**config.mk**
```make
export PLATFORM = sky130hd
export DESIGN_NAME = fp_round_pack
export DESIGN_NICKNAME = d
export VERILOG_FILES = /design/src/rtl/fp_pkg.sv /design/src/rtl/fp_rounder.sv /design/src/rtl/fp_round_pack.sv
export SDC_FILE = /design/constraint.sdc
export NUM_CORES = 1
export LEC_CHECK = 0
export CORE_MARGIN = 3
export CORE_UTILIZATION = 50
export DETAILED_ROUTE_END_ITERATION = 6
export PLACE_DENSITY = 0.9
export SYNTH_ARGS = -nofsm -noshare
export SYNTH_HDL_FRONTEND = slang
export SYNTH_SLANG_ARGS = --single-unit
```
**constraint.sdc**
```tcl
create_clock -name clk -period 2.1 [get_ports clk]
set_input_delay 0.525 -clock clk [delete_from_list [all_inputs] [get_ports clk]]
set_output_delay 0.525 -clock clk [all_outputs]
set_load 0.02 [all_outputs]
```
**src/rtl/fp_pkg.sv**
```systemverilog
// Shared types and constants for the FP round/pack stage.
// Enumerations for operand class and rounding mode, plus the S1 payload layout.
package fp_pkg;

    localparam int FP_EXP_W   = 10;
    localparam int FP_FRAC_W  = 23;
    localparam int FP_BIAS    = 127;
    localparam int FP_EXP_MAX = 255;
    localparam logic [31:0] FP_QNAN = 32'h7FC00000;

    typedef enum logic [1:0] {
        NORMAL = 2'b00,
        ZERO   = 2'b01,
        INF    = 2'b10,
        NAN    = 2'b11
    } fp_class_e;

    typedef enum logic [1:0] {
        RNE = 2'b00,
        RTZ = 2'b01,
        RUP = 2'b10,
        RDN = 2'b11
    } rnd_mode_e;

    // Exponent carries one extra sign bit so the rounding carry never wraps.
    typedef struct packed {
        logic                   sign;
        fp_class_e              cls;
        logic [FP_EXP_W:0]      exp;
        logic [FP_FRAC_W-1:0]   frac;
        logic                   inexact;
        rnd_mode_e              mode;
    } s1_payload_t;

endpackage

```
**src/rtl/fp_rounder.sv**
```systemverilog
// Combinational rounding of a normalised mantissa: increment decision,
// carry into the exponent and the inexact indication.
module fp_rounder
    import fp_pkg::*;
#(
    parameter int EXP_W = 10,
    parameter int MAN_W = 26
) (
    input  logic                 sign,
    input  logic [1:0]           mode,
    input  logic [EXP_W-1:0]     exp_in,
    input  logic [MAN_W-1:0]     man_in,
    output logic [FP_FRAC_W-1:0] frac_out,
    output logic [EXP_W:0]       exp_out,
    output logic                 inexact
);

    logic                 lsb;
    logic                 g;
    logic                 r;
    logic                 s;
    logic                 any_lost;
    logic                 inc;
    logic [FP_FRAC_W:0]   frac24;

    always_comb begin
        lsb      = man_in[3];
        g        = man_in[2];
        r        = man_in[1];
        s        = man_in[0];
        any_lost = g | r | s;
        inc      = 1'b0;
        case (rnd_mode_e'(mode))
            RNE:     inc = g & (r | s | lsb);
            RTZ:     inc = 1'b0;
            RUP:     inc = ~sign & any_lost;
            RDN:     inc = sign & any_lost;
            default: inc = 1'b0;
        endcase

        // A carry out of the fraction leaves it all-zero and bumps the exponent.
        frac24   = {1'b0, man_in[MAN_W-1:3]} + {{FP_FRAC_W{1'b0}}, inc};
        frac_out = frac24[FP_FRAC_W-1:0];
        exp_out  = {exp_in[EXP_W-1], exp_in} + {{EXP_W{1'b0}}, frac24[FP_FRAC_W]};
        inexact  = any_lost;
    end

endmodule

```
**src/rtl/fp_round_pack.sv**
```systemverilog
// Final FP mul/div stage: S1 rounds, S2 packs into IEEE single with flags.
// Optional macro FP_ROUND_MODES_EN adds the rnd_mode port (RNE/RTZ/RUP/RDN).
module fp_round_pack
    import fp_pkg::*;
#(
    parameter int EXP_W = 10,
    parameter int MAN_W = 26
) (
    input  logic             clk,
    input  logic             arst_n,
    input  logic             in_valid,
    output logic             in_ready,
    input  logic             sign_in,
`ifdef FP_ROUND_MODES_EN
    input  logic [1:0]       rnd_mode,
`endif
    input  logic [1:0]       class_in,
    input  logic [EXP_W-1:0] exponent_in,
    input  logic [MAN_W-1:0] mantissa_in,
    output logic             out_valid,
    input  logic             out_ready,
    output logic [31:0]      result,
    output logic             flag_overflow,
    output logic             flag_underflow,
    output logic             flag_inexact
);

    // Handshake: a stage transfers on a rising edge when its valid and the
    // downstream ready are both high; ready never depends on in_valid, and a
    // full stage keeps its contents unchanged until it is drained.

    logic             s1_valid;
    logic             s2_valid;
    logic             s1_adv;
    logic             s2_adv;
    logic [1:0]       mode_in;
    s1_payload_t      s1_d;
    s1_payload_t      s1_q;

    logic [FP_FRAC_W-1:0] rnd_frac;
    logic [EXP_W:0]       rnd_exp;
    logic                 rnd_inexact;

    logic [31:0]      res_d;
    logic             ovf_d;
    logic             unf_d;
    logic             inx_d;
    logic             exp_big;
    logic             exp_small;
    logic             sat_max;

    assign s2_adv    = ~s2_valid | out_ready;
    assign s1_adv    = ~s1_valid | s2_adv;
    assign in_ready  = s1_adv;
    assign out_valid = s2_valid;

`ifdef FP_ROUND_MODES_EN
    assign mode_in = rnd_mode;
`else
    assign mode_in = RNE;
`endif

    fp_rounder #(
        .EXP_W (EXP_W),
        .MAN_W (MAN_W)
    ) u_rounder (
        .sign     (sign_in),
        .mode     (mode_in),
        .exp_in   (exponent_in),
        .man_in   (mantissa_in),
        .frac_out (rnd_frac),
        .exp_out  (rnd_exp),
        .inexact  (rnd_inexact)
    );

    always_comb begin
        s1_d         = '0;
        s1_d.sign    = sign_in;
        s1_d.cls     = fp_class_e'(class_in);
        s1_d.exp     = rnd_exp;
        s1_d.frac    = rnd_frac;
        s1_d.inexact = rnd_inexact;
        s1_d.mode    = rnd_mode_e'(mode_in);
    end

    // Pack from the S1 register; the exponent is signed, so the top bit marks <= -1.
    always_comb begin
        res_d     = '0;
        ovf_d     = 1'b0;
        unf_d     = 1'b0;
        inx_d     = 1'b0;
        exp_big   = ~s1_q.exp[FP_EXP_W] &
                    (s1_q.exp[FP_EXP_W-1:0] >= FP_EXP_W'(FP_EXP_MAX));
        exp_small = s1_q.exp[FP_EXP_W] | (s1_q.exp == '0);
        sat_max   = (s1_q.mode == RTZ) |
                    ((s1_q.mode == RUP) & s1_q.sign) |
                    ((s1_q.mode == RDN) & ~s1_q.sign);
        case (s1_q.cls)
            NAN:  res_d = FP_QNAN;
            INF:  res_d = {s1_q.sign, 8'hFF, 23'h0};
            ZERO: res_d = {s1_q.sign, 31'h0};
            default: begin
                if (exp_big) begin
                    ovf_d = 1'b1;
                    inx_d = 1'b1;
                    res_d = sat_max ? {s1_q.sign, 8'hFE, 23'h7FFFFF}
                                    : {s1_q.sign, 8'hFF, 23'h0};
                end else if (exp_small) begin
                    unf_d = 1'b1;
                    inx_d = 1'b1;
                    res_d = {s1_q.sign, 31'h0};
                end else begin
                    inx_d = s1_q.inexact;
                    res_d = {s1_q.sign, s1_q.exp[7:0], s1_q.frac};
                end
            end
        endcase
    end

    always_ff @(posedge clk or negedge arst_n) begin
        if (!arst_n) begin
            s1_valid       <= 1'b0;
            s1_q           <= '0;
            s2_valid       <= 1'b0;
            result         <= 32'h0;
            flag_overflow  <= 1'b0;
            flag_underflow <= 1'b0;
            flag_inexact   <= 1'b0;
        end else begin
            if (s1_adv) begin
                s1_valid <= in_valid;
            end
            if (in_valid && s1_adv) begin
                s1_q <= s1_d;
            end
            if (s2_adv) begin
                s2_valid <= s1_valid;
            end
            if (s1_valid && s2_adv) begin
                result         <= res_d;
                flag_overflow  <= ovf_d;
                flag_underflow <= unf_d;
                flag_inexact   <= inx_d;
            end
        end
    end

endmodule

```
==> results.cfg <==
[status]
status = finished with violations
violations = negative setup slack

[critical_path]
timing.critical_path.buf_inv = 1
worst-path-stages = 9
required_ns = 2.34
slowest_delay_ns = 0.28
start_kind = input port
critical-path-top-cell-by-count = nand4_1
cp-end-kind = flip-flop
worst_path_max_delay_cell = or2_4
path_cells = dlygate4sd2_1 -> nand4_1 -> or2_4 -> nor3_4 -> ha_4 -> and4_4 -> nand4_1 -> xor2_1 -> o21ai_1
arrival_ns = 2.34
critical-path-top-delay-family = simple AND/OR/NAND/NOR gates
path_class = in2reg
crit_path_max_fanout = 4
ff2ff_path_depth = 5

[logic_synthesis]
yosysMostFrequentCell = nand2_1
synth_top_area_share_pct = 52.3
synth.area.top_cells = dfrtp_1, nand2_1, o21ai_0, xor2_1, o21ai_1
syn_nets = 439
synthFlopType = dfrtp_1
syn_avg_cell_area_um2 = 9.12
netlist_instances = 393
netlist_area_mm2 = 0.00359
synth_cell_types = 36
ys_ff_latch = 75
synth_seq_area_share_pct = 52.3
async_flop_share_pct = 100
synth_top_cell_by_area = dfrtp_1
yosysWarnings = 0
synth_top_cells_by_count = nand2_1, dfrtp_1, o21ai_0
synth_edf_count = 0

[sta]
hold_violations = 0
fmax_mhz = 476
clock_skew_ns = 0.0116
maxSlewViolCount = 0
setup_viol = 1
slew_headroom_pct = 69.7
postLayoutSetupSlackWorst_ns = -0.000270
fin_crit_sh_pct = 100
hold_ws_ns = 0.205
finalCriticalPeriod_ns = 2.10
worst_pin_slew_ns = 0.449

[placement]
gp_congestion = 0.900
place_area_mm2 = 0.00478
port-buffer-count = 79
place_ws_ns = -0.650
hpwl_mm = 6.88

[floorplanning]
design.core.area_mm2 = 0.00687
die_x_um = 90.7
die_area_mm2 = 0.00822
start_util_pct = 52.2
fp.dieH_um = 90.7
num_rows = 30
io_pins = 80

[global_route]
grt_max_degree = 76
gr-usage-met1_pct = 28.3
gr-total-overflow = 0
grt_use_met2_pct = 43.1
grt_antenna_before_repair = 0
grt_pass1_vias = 3341
grt_util_all_layers_pct = 24.4
grt.busiest_layer = met2
grt_use_met3_pct = 4.75
grt_pass1_wl_mm = 15.9

[power_and_ir_drop]
power_frac_comb_pct = 24.8
vdd_drop_max_mv = 0.313
p_per_area_mw_per_mm2 = 748
p_sw_share_pct = 31.0
power.leakage_nw = 2.17
pwr-share-clk_pct = 28.0
p_switching_mw = 1.17
power.total_mw = 3.76
share_seq_of_total_power_pct = 47.2
intPower_mw = 2.60

[routing]
final_antenna_net_count = 0
wl_mm = 9.92
wl_per_cell_um = 16.3
drc_errors = 0
vias_per_cell = 5.63
drtIter0Drc = 214
drt_first_pass_iters = 5
vias = 3431

[final_layout]
area_growth_pct = 40.4
design_area_mm2 = 0.00503
drive_above_1_share_pct = 17.0
diodes = 0
layout.nets = 554

[clocking]
cts_num_sinks = 75
path_clk_slew_ns = 0.08
htree_levels = 3
cts-root-buf = clkbuf_8
numCtsBuffers = 9
clock_latency_ns = 0.35
cts_tree = yes
clock_path_buffers = 2

[flow_run]
drv_cap = 0

[min_path]
min_path_type = in2async
[cell families (layout without fill, tap and decap cells)]
logic type | Yosys count | after routing | share of synthesized area, %
DFF | 75 | 75 | 52.3
adders and majority gates | 3 | 3 | 1.05
xor gates and xnor gates | 19 | 19 | 4.64
muxes | 2 | 2 | 0.558
AOI/OAI and AO/OA | 85 | 85 | 13.3
and+or+nand+nor | 182 | 182 | 24.4
buffers and inverters | 27 | 147 | 3.66
[per-layer routing]
metal	share of wire [%]	vias up
li1	-	1590
met1	38	1681
met2	53	130
met3	5.6	30
met4	3.0	0
met5	0	-
[path summary, 6_finish.rpt]
check / startpoint / slack [ns] / endpoint
worst max-delay path: mantissa_in[15] / -0.0003 / s1_q[33]
worst min-delay path: arst_n / 0.21 / s1_q[2]
worst max register to register: s1_q[29] / 0.30 / result[2]
worst min register to register: s1_q[5] / 0.48 / s1_q[5]
max in group asynchronous: arst_n / 1.60 / result[19]
min in group clk: s1_q[5] / 0.48 / s1_q[5]
[power groups by stage]
stage	Combinational (mW)	Sequential, mW	Clock (mW)
global route	1.01	1.80	1.12
CTS	0.930	1.77	1.05
finish	0.933	1.78	1.05
floorplan	0.330	1.88	0
global placement	0.895	1.79	0
detailed placement	0.929	1.80	0
[cells in the final DEF, fill, tap and decap left out, types with 2 or more instances in the layout]
master / instances
nand2_1: 99
dfrtp_1: 75
clkdlybuf4s50_1: 56
buf_4: 44
o21ai_0: 36
o21ai_1: 24
dlygate4sd2_1: 21
nor2_1: 20
xor2_1: 13
clkbuf_8: 12
a31oi_1: 10
or4_1: 8
nand4_1: 7
nand3_1: 7
o31ai_1: 6
inv_1: 5
and4_1: 5
a21oi_1: 5
xnor2_1: 5
and4_4: 4
nor2b_1: 4
o221a_2: 4
and2_1: 3
or3_2: 3
clkinv_2: 3
buf_12: 3
nand3_2: 2
mux2i_1: 2
nand2b_1: 2
nor3_1: 2
and3_1: 2
or3_1: 2
ha_4: 2
[what timing repair did]
item,CTS,global route
setup endpoints to repair,15,3
setup buffers,2,0
hold buffers,0,0
resized for setup,33,7
pin swaps,13,6
[state kept, by name (all words and copies together), names as in the netlist]
name	cells
result	32
flag_inexact	1
s1_valid	1
out_valid	1
flag_overflow	1
s1_q	38
flag_underflow	1
[metrics by stage]
stage | util, % | setup TNS, ns | instances
4_1_cts | 72.9 | 0 | 609
3_3_place_gp | 69.6 | -7.99 | 591
6_report | 73.3 | -0.000270 | 609
5_1_grt | 73.3 | -0.0855 | 609
2_1_floorplan | - | -0.00118 | 393
3_5_place_dp | 69.6 | -9.67 | 591
[worst register-to-register path, stage by stage, from the launching register on]
cell       delay (ns)
dfrtp_1          0.42
or4_1            0.55
nor2_1           0.17
nand4bb_1        0.21
buf_4            0.22
o21ai_0          0.11
[area by class of cell]
| class | instances | area [um2] |
|---|---|---|
| Clock buffer | 12 | 165 |
| Clock inverter | 4 | 23.8 |
| Fill cell | 478 | 1830 |
| Inverter | 5 | 18.8 |
| Multi-Input combinational cell | 291 | 1680 |
| Sequential cell | 75 | 1880 |
| Tap cell | 96 | 120 |
| Timing Repair Buffer | 126 | 1150 |
Note: power is estimated with default switching activity, not from simulation.
